**src/rtl/vc_fifo.sv**
```systemverilog
// Multi-virtual-channel flit FIFO: NUM_VC independent circular queues sharing one
// write port and one read port, with per-VC status, credit return and sticky errors.
module vc_fifo #(
  parameter int DATAW  = 32,
  parameter int DEPTH  = 4,
  parameter int NUM_VC = 2,
  parameter int PKTLEN = 4,
  localparam int VCW   = (NUM_VC > 1) ? $clog2(NUM_VC) : 1
) (
  input  logic              clk,
  input  logic              rst_n,
  input  logic [DATAW-1:0]  idata,
  input  logic [VCW-1:0]    wr_vc,
  input  logic              wr_en,
  input  logic [VCW-1:0]    rd_vc,
  input  logic              rd_en,
  input  logic              clr_err,
  output logic [DATAW-1:0]  odata,
  output logic [NUM_VC-1:0] empty,
  output logic [NUM_VC-1:0] full,
  output logic [NUM_VC-1:0] ordy,
  output logic [NUM_VC-1:0] credit,
  output logic              ovf_err,
  output logic              udf_err
);

  localparam int PW = (DEPTH > 1) ? $clog2(DEPTH) : 1;
  localparam int CW = $clog2(DEPTH + 1);
  localparam logic [PW-1:0] PTR_LAST = PW'(DEPTH - 1);
  localparam logic [CW-1:0] CNT_FULL = CW'(DEPTH);
  localparam logic [CW-1:0] CNT_PKT  = CW'(PKTLEN);

  logic [DATAW-1:0]  mem_q    [NUM_VC][DEPTH];
  logic [PW-1:0]     wr_ptr_q [NUM_VC];
  logic [PW-1:0]     wr_ptr_d [NUM_VC];
  logic [PW-1:0]     rd_ptr_q [NUM_VC];
  logic [PW-1:0]     rd_ptr_d [NUM_VC];
  logic [CW-1:0]     cnt_q    [NUM_VC];
  logic [CW-1:0]     cnt_d    [NUM_VC];
  logic [NUM_VC-1:0] credit_q, credit_d;
  logic              ovf_q, ovf_d;
  logic              udf_q, udf_d;

  logic              wr_vc_ok, rd_vc_ok;
  logic [VCW-1:0]    wr_idx, rd_idx;
  logic              wr_ok, rd_ok;
  logic [NUM_VC-1:0] wr_hit, rd_hit;

  // A VC select outside 0..NUM_VC-1 is a non-request; only reachable when
  // NUM_VC is not a power of two.
  if (NUM_VC == (1 << VCW)) begin : g_vc_full_range
    assign wr_vc_ok = 1'b1;
    assign rd_vc_ok = 1'b1;
  end else begin : g_vc_partial_range
    assign wr_vc_ok = (wr_vc < VCW'(NUM_VC));
    assign rd_vc_ok = (rd_vc < VCW'(NUM_VC));
  end

  assign wr_idx = wr_vc_ok ? wr_vc : '0;
  assign rd_idx = rd_vc_ok ? rd_vc : '0;

  always_comb begin
    for (int v = 0; v < NUM_VC; v++) begin
      empty[v] = (cnt_q[v] == '0);
      full[v]  = (cnt_q[v] == CNT_FULL);
      ordy[v]  = ((CNT_FULL - cnt_q[v]) >= CNT_PKT);
    end
  end

  // Accept rules: a read pops when rd_en targets a valid non-empty VC; a write
  // pushes when wr_en targets a valid VC that is not full, or that is full but
  // popped by the same cycle's read. Anything else is refused and flagged.
  assign rd_ok = rd_en & rd_vc_ok & ~empty[rd_idx];
  assign wr_ok = wr_en & wr_vc_ok & (~full[wr_idx] | (rd_ok & (rd_idx == wr_idx)));

  always_comb begin
    for (int v = 0; v < NUM_VC; v++) begin
      wr_hit[v] = wr_ok && (wr_idx == VCW'(v));
      rd_hit[v] = rd_ok && (rd_idx == VCW'(v));
    end
  end

  always_comb begin
    for (int v = 0; v < NUM_VC; v++) begin
      wr_ptr_d[v] = wr_ptr_q[v];
      rd_ptr_d[v] = rd_ptr_q[v];
      cnt_d[v]    = cnt_q[v];
      if (wr_hit[v]) begin
        wr_ptr_d[v] = (wr_ptr_q[v] == PTR_LAST) ? '0 : wr_ptr_q[v] + 1'b1;
      end
      if (rd_hit[v]) begin
        rd_ptr_d[v] = (rd_ptr_q[v] == PTR_LAST) ? '0 : rd_ptr_q[v] + 1'b1;
      end
      case ({wr_hit[v], rd_hit[v]})
        2'b10:   cnt_d[v] = cnt_q[v] + 1'b1;
        2'b01:   cnt_d[v] = cnt_q[v] - 1'b1;
        default: cnt_d[v] = cnt_q[v];
      endcase
    end
    credit_d = rd_hit;
    // Set wins over clear so an error in the clearing cycle is not lost.
    ovf_d = (ovf_q & ~clr_err) | (wr_en & ~wr_ok);
    udf_d = (udf_q & ~clr_err) | (rd_en & ~rd_ok);
  end

  always_ff @(posedge clk or negedge rst_n) begin
    if (!rst_n) begin
      for (int v = 0; v < NUM_VC; v++) begin
        wr_ptr_q[v] <= '0;
        rd_ptr_q[v] <= '0;
        cnt_q[v]    <= '0;
      end
      credit_q <= '0;
      ovf_q    <= 1'b0;
      udf_q    <= 1'b0;
    end else begin
      for (int v = 0; v < NUM_VC; v++) begin
        wr_ptr_q[v] <= wr_ptr_d[v];
        rd_ptr_q[v] <= rd_ptr_d[v];
        cnt_q[v]    <= cnt_d[v];
      end
      credit_q <= credit_d;
      ovf_q    <= ovf_d;
      udf_q    <= udf_d;
    end
  end

  // Storage is not reset; stale slots are unreachable once counts are zero.
  always_ff @(posedge clk) begin
    if (wr_ok) begin
      mem_q[wr_idx][wr_ptr_q[wr_idx]] <= idata;
    end
  end

  always_comb begin
    odata = '0;
    if (rd_vc_ok && !empty[rd_idx]) begin
      odata = mem_q[rd_idx][rd_ptr_q[rd_idx]];
    end
  end

  assign credit  = credit_q;
  assign ovf_err = ovf_q;
  assign udf_err = udf_q;

endmodule
```
**config.mk**
```make
export PLATFORM = sky130hd
export DESIGN_NAME = vc_fifo
export DESIGN_NICKNAME = d
export VERILOG_FILES = /design/src/rtl/vc_fifo.sv
export SDC_FILE = /design/constraint.sdc
export NUM_CORES = 1
export LEC_CHECK = 0
export ABC_CLOCK_PERIOD_IN_PS = 4200
export CORE_UTILIZATION = 40
export DETAILED_ROUTE_END_ITERATION = 8
export GPL_ROUTABILITY_DRIVEN = 0
export SLEW_MARGIN = 5
export SYNTH_ARGS = -nofsm -noshare
export SYNTH_HDL_FRONTEND = slang
export SYNTH_SLANG_ARGS = --single-unit
```
**constraint.sdc**
```tcl
create_clock -name clk -period 4.2 [get_ports clk]
set_input_delay 0.63 -clock clk [delete_from_list [all_inputs] [get_ports clk]]
set_output_delay 0.63 -clock clk [all_outputs]
set_load 0.02 [all_outputs]
```
Yosys cells after proc, flatten, opt, wreduce, memory -nomap -nowiden --
Memories as Yosys holds them, arrays and structs flattened. Index checks and enable logic that the tools add are counted.
Operators by class: add/sub/neg operators 10, multiply operators 0, divide/modulo/power cells 0, $lt $le $gt $ge 9, eq/ne operators 11, shift operators 0, mux-type cells 24, bitwise logic cells 21, reductions and logical operators 9
Operators by type and width (count):
- 128-bit two-way mux | 1
- 32-bit two-way mux | 4
- 32-bit binary-select mux with 2-bit select | 1
- 32-bit demux with 2-bit select | 1
- 2-bit two-way mux | 10
- 2-bit == test (second input constant) | 6
- 3-bit greater-or-equal comparator (second input constant) | 4
- 3-bit one-hot mux with 2 select lines | 2
- 2-bit by 1-bit adder with 2-bit output (second input constant) | 4
- 1-bit bitwise AND | 7
- 1-bit NOT | 7
- 3-bit by 1-bit adder with 3-bit output (second input constant) | 2
- 3-bit == test (second input constant) | 2
- 3-bit logical NOT | 2
- 2-bit NOT with 3-bit output | 2
- 3-bit by 1-bit subtractor with 3-bit output (second input constant) | 2
- 3-bit subtractor (first input constant) | 2
- 1-bit logical AND | 5
- 1-bit two-way mux | 5
- 2-bit by 1-bit == test with 1-bit output (second input constant) | 2
- 2-bit greater-or-equal comparator (second input constant) | 2
- 1-bit by 2-bit < comparator with 1-bit output (second input constant) | 2
- 1-bit NOT with 2-bit output | 2
- 2-bit nonzero test | 2
- other kinds (3) | 5
Word-level totals: register bits 18, bits in latches 0, memory bits (writable) 256, ROM bits 0, bits of input ports 39, word-level logic and storage cells 94, memories 1
Memory list:
- mem_q | words 2, width 128, read ports 1, clocked after memory_dff 0, write ports 1, RTL line 33 | logic [DATAW-1:0] mem_q [NUM_VC][DEPTH];

Logic depth before layout (Yosys ltp) --
depth after elaboration 11, mapped depth 11, gate-level depth less buffers 10

Worst setup path before layout --
Ideal clock, no wire load.
path kind reg2reg, start register cnt_q[0] (netlist name), end memory mem_q[1][32] (netlist name), enable pin, library setup time 0.468 ns, arrival 3.727 ns, path slack 0.005 ns, cell stages (with the launch flop) 7, clock period less this slack 4.195 ns, cells stage by stage dfrtp_1 nor2_1 ha_1 nand3b_1 a21o_1 buf_2 nor3b_1
Between the ends: longest elaborated chain between the ends 10, elaborated cells between the ends (all ways) 14
RTL lines:
- start, declared | RTL line 38 | logic [CW-1:0] cnt_q [NUM_VC];
- start signal, assigned by index | RTL line 120 | cnt_q[v] <= cnt_d[v];
- 3-bit logical NOT | RTL line 64 | empty[v] = (cnt_q[v] == '0);
- named net empty[1] | RTL line 19 | output logic [NUM_VC-1:0] empty,
- 1-bit two-way mux (implied by the code) (2 in series) | RTL line 73 | assign rd_ok = rd_en & rd_vc_ok & ~empty[rd_idx];
- 1-bit NOT | RTL line 73
- 1-bit bitwise AND | RTL line 73
- 1-bit bitwise AND | RTL line 74 | assign wr_ok = wr_en & wr_vc_ok & (~full[wr_idx] | (rd_ok & (rd_idx == wr_idx)));
- 1-bit OR | RTL line 74
- 1-bit bitwise AND | RTL line 74
- 1-bit two-way mux | RTL line 130 | if (wr_ok) begin
- 128-bit two-way mux (implied by the code) | RTL line 131 | mem_q[wr_idx][wr_ptr_q[wr_idx]] <= idata;
- end, declared | RTL line 33
The timed path passes the listed nets, and every way through them passes these cells. The select of a mux whose other input is x is not followed.

Worst setup path after layout --
start register cnt_q[3] (netlist name), end output odata[22]
Between the ends: longest elaborated chain between the ends 4
RTL lines:
- 3-bit logical NOT | RTL line 64
- 1-bit two-way mux (implied by the code) (2 in series) | RTL line 137 | if (rd_vc_ok && !empty[rd_idx]) begin
- 32-bit two-way mux | RTL line 137
- end, declared | RTL line 18 | output logic [DATAW-1:0] odata,
No other way between the ends. The select of a mux whose other input is x is not followed.

==> run metrics <==
fin crit share=a little under 90%; unrepaired setup endpoints after global routing=false; CTS Hold Bufs=0; diode count=0; clock latency on the worst-skew pair=roughly 550 ps; CP arrival=3080 ps; H-tree depth=1; initial antenna violation count=1; vias in the first global route=~5.9k; Critical Path RT=around 3600 ps; setup repair bufs after CTS=0; Detail Placement HPWL=approximately 13,000 um; clk root buf=clkbuf_16; Num CTS Buffers=29; Worst Tran Pin Value=877 ps; status=complete, no violations; static leakage=between 0.004 and 0.005 uW; Iter 0 DRT Violations=252; Max Used Layer=met4; Final Hold Viols=0; Final Routed Wirelength=roughly 22,000 um; DRT met1 WL=~9300 um; Seq cells post-synth=274; post-CTS sizing=0; nets@finish=~730; Cell Pwr Density=between 600 and 700 nW/um^2; Die Y-Extent=167 um; first-pass GRT wire length=34,300 um; antenna-violating nets left=0; Top FF cell, synth=edfxtp_1; Vias=between 5k and 6k; total grt overflow=0; Worst VDD drop=roughly 0.37 mV; Die X=between 150 and 200 um; Slew headroom=between 40% and 50%; syn_area_per_cell=around 19 um^2; syn_nets=roughly 630; drc violations=0; Core Area=about 27,000 um^2; Layout area overhead=19.6%; Clk pin slew, worst setup/hold paths=approximately 60 ps; via-per-instance ratio=5.29; GRT Util Overall=16.1%; element type at the critical path start=flop; ys async rst share=~6.6%; IO buf count=80; Yosys cell types=33; crit path max fanout=32; Setup Skew=28.6 ps; Max Slew Vio Count=0; clock sinks=~270; DP Area=~12,000 um^2; Cell Area, Synth=approximately 11,000 um^2; Initial Utilization=roughly two fifths; Final Critical Period=about 3700 ps; total power=slightly below 9000 uW; share of layout cells above drive strength 1=approximately 15%; fin area=13,100 um^2; row cnt=60; HP Class=reg -> reg; WL/cell=21.3 um; CTS max path bufs=3; drt first pass iters=4; CP endpoint kind=output port; fin util=approximately half; final setup vio count=0; CTS tree=yes; WL met3=a little over 900 um; Syn Inst Count=578; met2 routed WL=~11,000 um; max-capacitance violation count=0; register area share after synthesis=between 70% and 80%; f_max=269 MHz; Die ar.=between 20,000 and 30,000 um^2; Crit Path Category=reg -> out; IO Pins=between 80 and 90; setup TNS=0 ps; largest net degree at the start of global routing=43; number of enable flip-flop cells after synthesis=roughly 260; Syn. warnings=0
==> power by group <==
group / total [uW] / switching [uW] / internal, uW
clock: 2210 / 961 / 1250
sequential: 3630 / 279 / 3350
combinational: 2850 / 1530 / 1320
==> cell usage after synthesis (2+ instances only) <==
cell      instances  share of area (%)
mux2_2            8               0.82
inv_1            15               0.52
fa_1              2               0.37
dfrtp_1          18                4.1
nor3_1            4               0.18
buf_4             4               0.27
o221ai_2         29                4.0
o22a_1           32                2.6
nor2_1           12               0.41
nand3b_1          2               0.14
xnor2_1           4               0.32
a21o_1            2               0.14
edfxtp_1        256                 70
clkbuf_1          7               0.24
nand2_1           5               0.17
ha_1             10                1.1
buf_2            16               0.73
buf_6             3               0.31
nor2b_1           2               0.11
o221ai_1          4               0.32
xor2_1            2               0.16
mux2i_1         130                 12
==> path summary, 6_finish.rpt <==
kind	cells past startpoint	from	slack [ps]	endpoint
max	6	cnt_q[3]$_DFFE_PN0P_	490	odata[22]
min	1	cnt_q[0]$_DFFE_PN0P_	510	cnt_q[0]$_DFFE_PN0P_
max reg2reg	10	cnt_q[0]$_DFFE_PN0P_	1490	cnt_q[2]$_DFFE_PN0P_
min reg2reg	1	cnt_q[0]$_DFFE_PN0P_	510	cnt_q[0]$_DFFE_PN0P_
max in group asynchronous	1	rst_n	2960	rd_ptr_q[2]$_DFFE_PN0P_
min in group asynchronous	1	rst_n	600	cnt_q[0]$_DFFE_PN0P_
==> layer usage <==
layer | track usage, % | vias up
li1 | - | 2520
met1 | 20.6 | 2808
met2 | 28.3 | 114
met3 | 2.88 | 40
met4 | 4.27 | 0
met5 | 0 | -
==> metrics by stage <==
step                      hold slack [ps]  instances  setup WS (ps)
final                                 507       1036            487
after global routing                  536       1036            362
after CTS                             509       1036            460
after detailed placement              498        988            587
after global placement                481        988            593
after floorplan                       334        578           5.36
==> cell usage in the layout (no fill, tap or decap), types with 2 or more instances in the layout <==
cell type	count
o221ai_1	4
clkbuf_1	5
nor3b_2	2
fa_1	2
clkinv_2	4
clkbuf_16	29
xnor2_1	4
mux2_2	8
nand3b_1	2
clkinv_1	8
o22a_1	32
nor3_2	3
a21o_1	2
nor2_1	8
buf_12	5
inv_1	15
nor2_4	4
mux2i_1	130
o221ai_2	29
buf_4	16
nand2_1	4
clkdlybuf4s50_1	80
dfrtp_1	16
ha_1	10
xor2_1	2
edfxtp_1	256
nor2b_1	2
dfrtp_4	2
==> layout make-up <==
cell class | count | area, um^2
Clock buffer | 34 | 744
Clock inverter | 14 | 66.3
Fill cell | 2210 | 13800
Inverter | 15 | 56.3
Multi-Input combinational cell | 257 | 2610
Sequential cell | 274 | 8150
Tap cell | 341 | 427
Timing Repair Buffer | 101 | 1020
==> worst max-delay path, stage by stage, from the launching register on <==
cell             delay (ps)
dfrtp_1                 390
nor2_1                   80
ha_1                    250
or3_2                   490
buf_4                   350
o221ai_2                310
clkdlybuf4s50_1         660
==> cell families (layout without fill, tap and decap cells) <==
group,Yosys count,count (layout),share of synthesized area [%]
buf+inv,47,164,2.15
xor+xnor,6,6,0.481
compound gates,71,71,7.29
simple gates,30,30,1.40
flops,274,274,74.4
mux,138,138,12.7
fa+ha+maj,12,12,1.51
==> flip-flops by register name, indices dropped and copies added, names as in the netlist <==
| signal | cells |
|---|---|
| rd_ptr_q | 4 |
| ovf_err | 1 |
| wr_ptr_q | 4 |
| udf_err | 1 |
| credit | 2 |
| mem_q | 256 |
| cnt_q | 6 |
No activity file was read; power rests on OpenSTA's default activity.
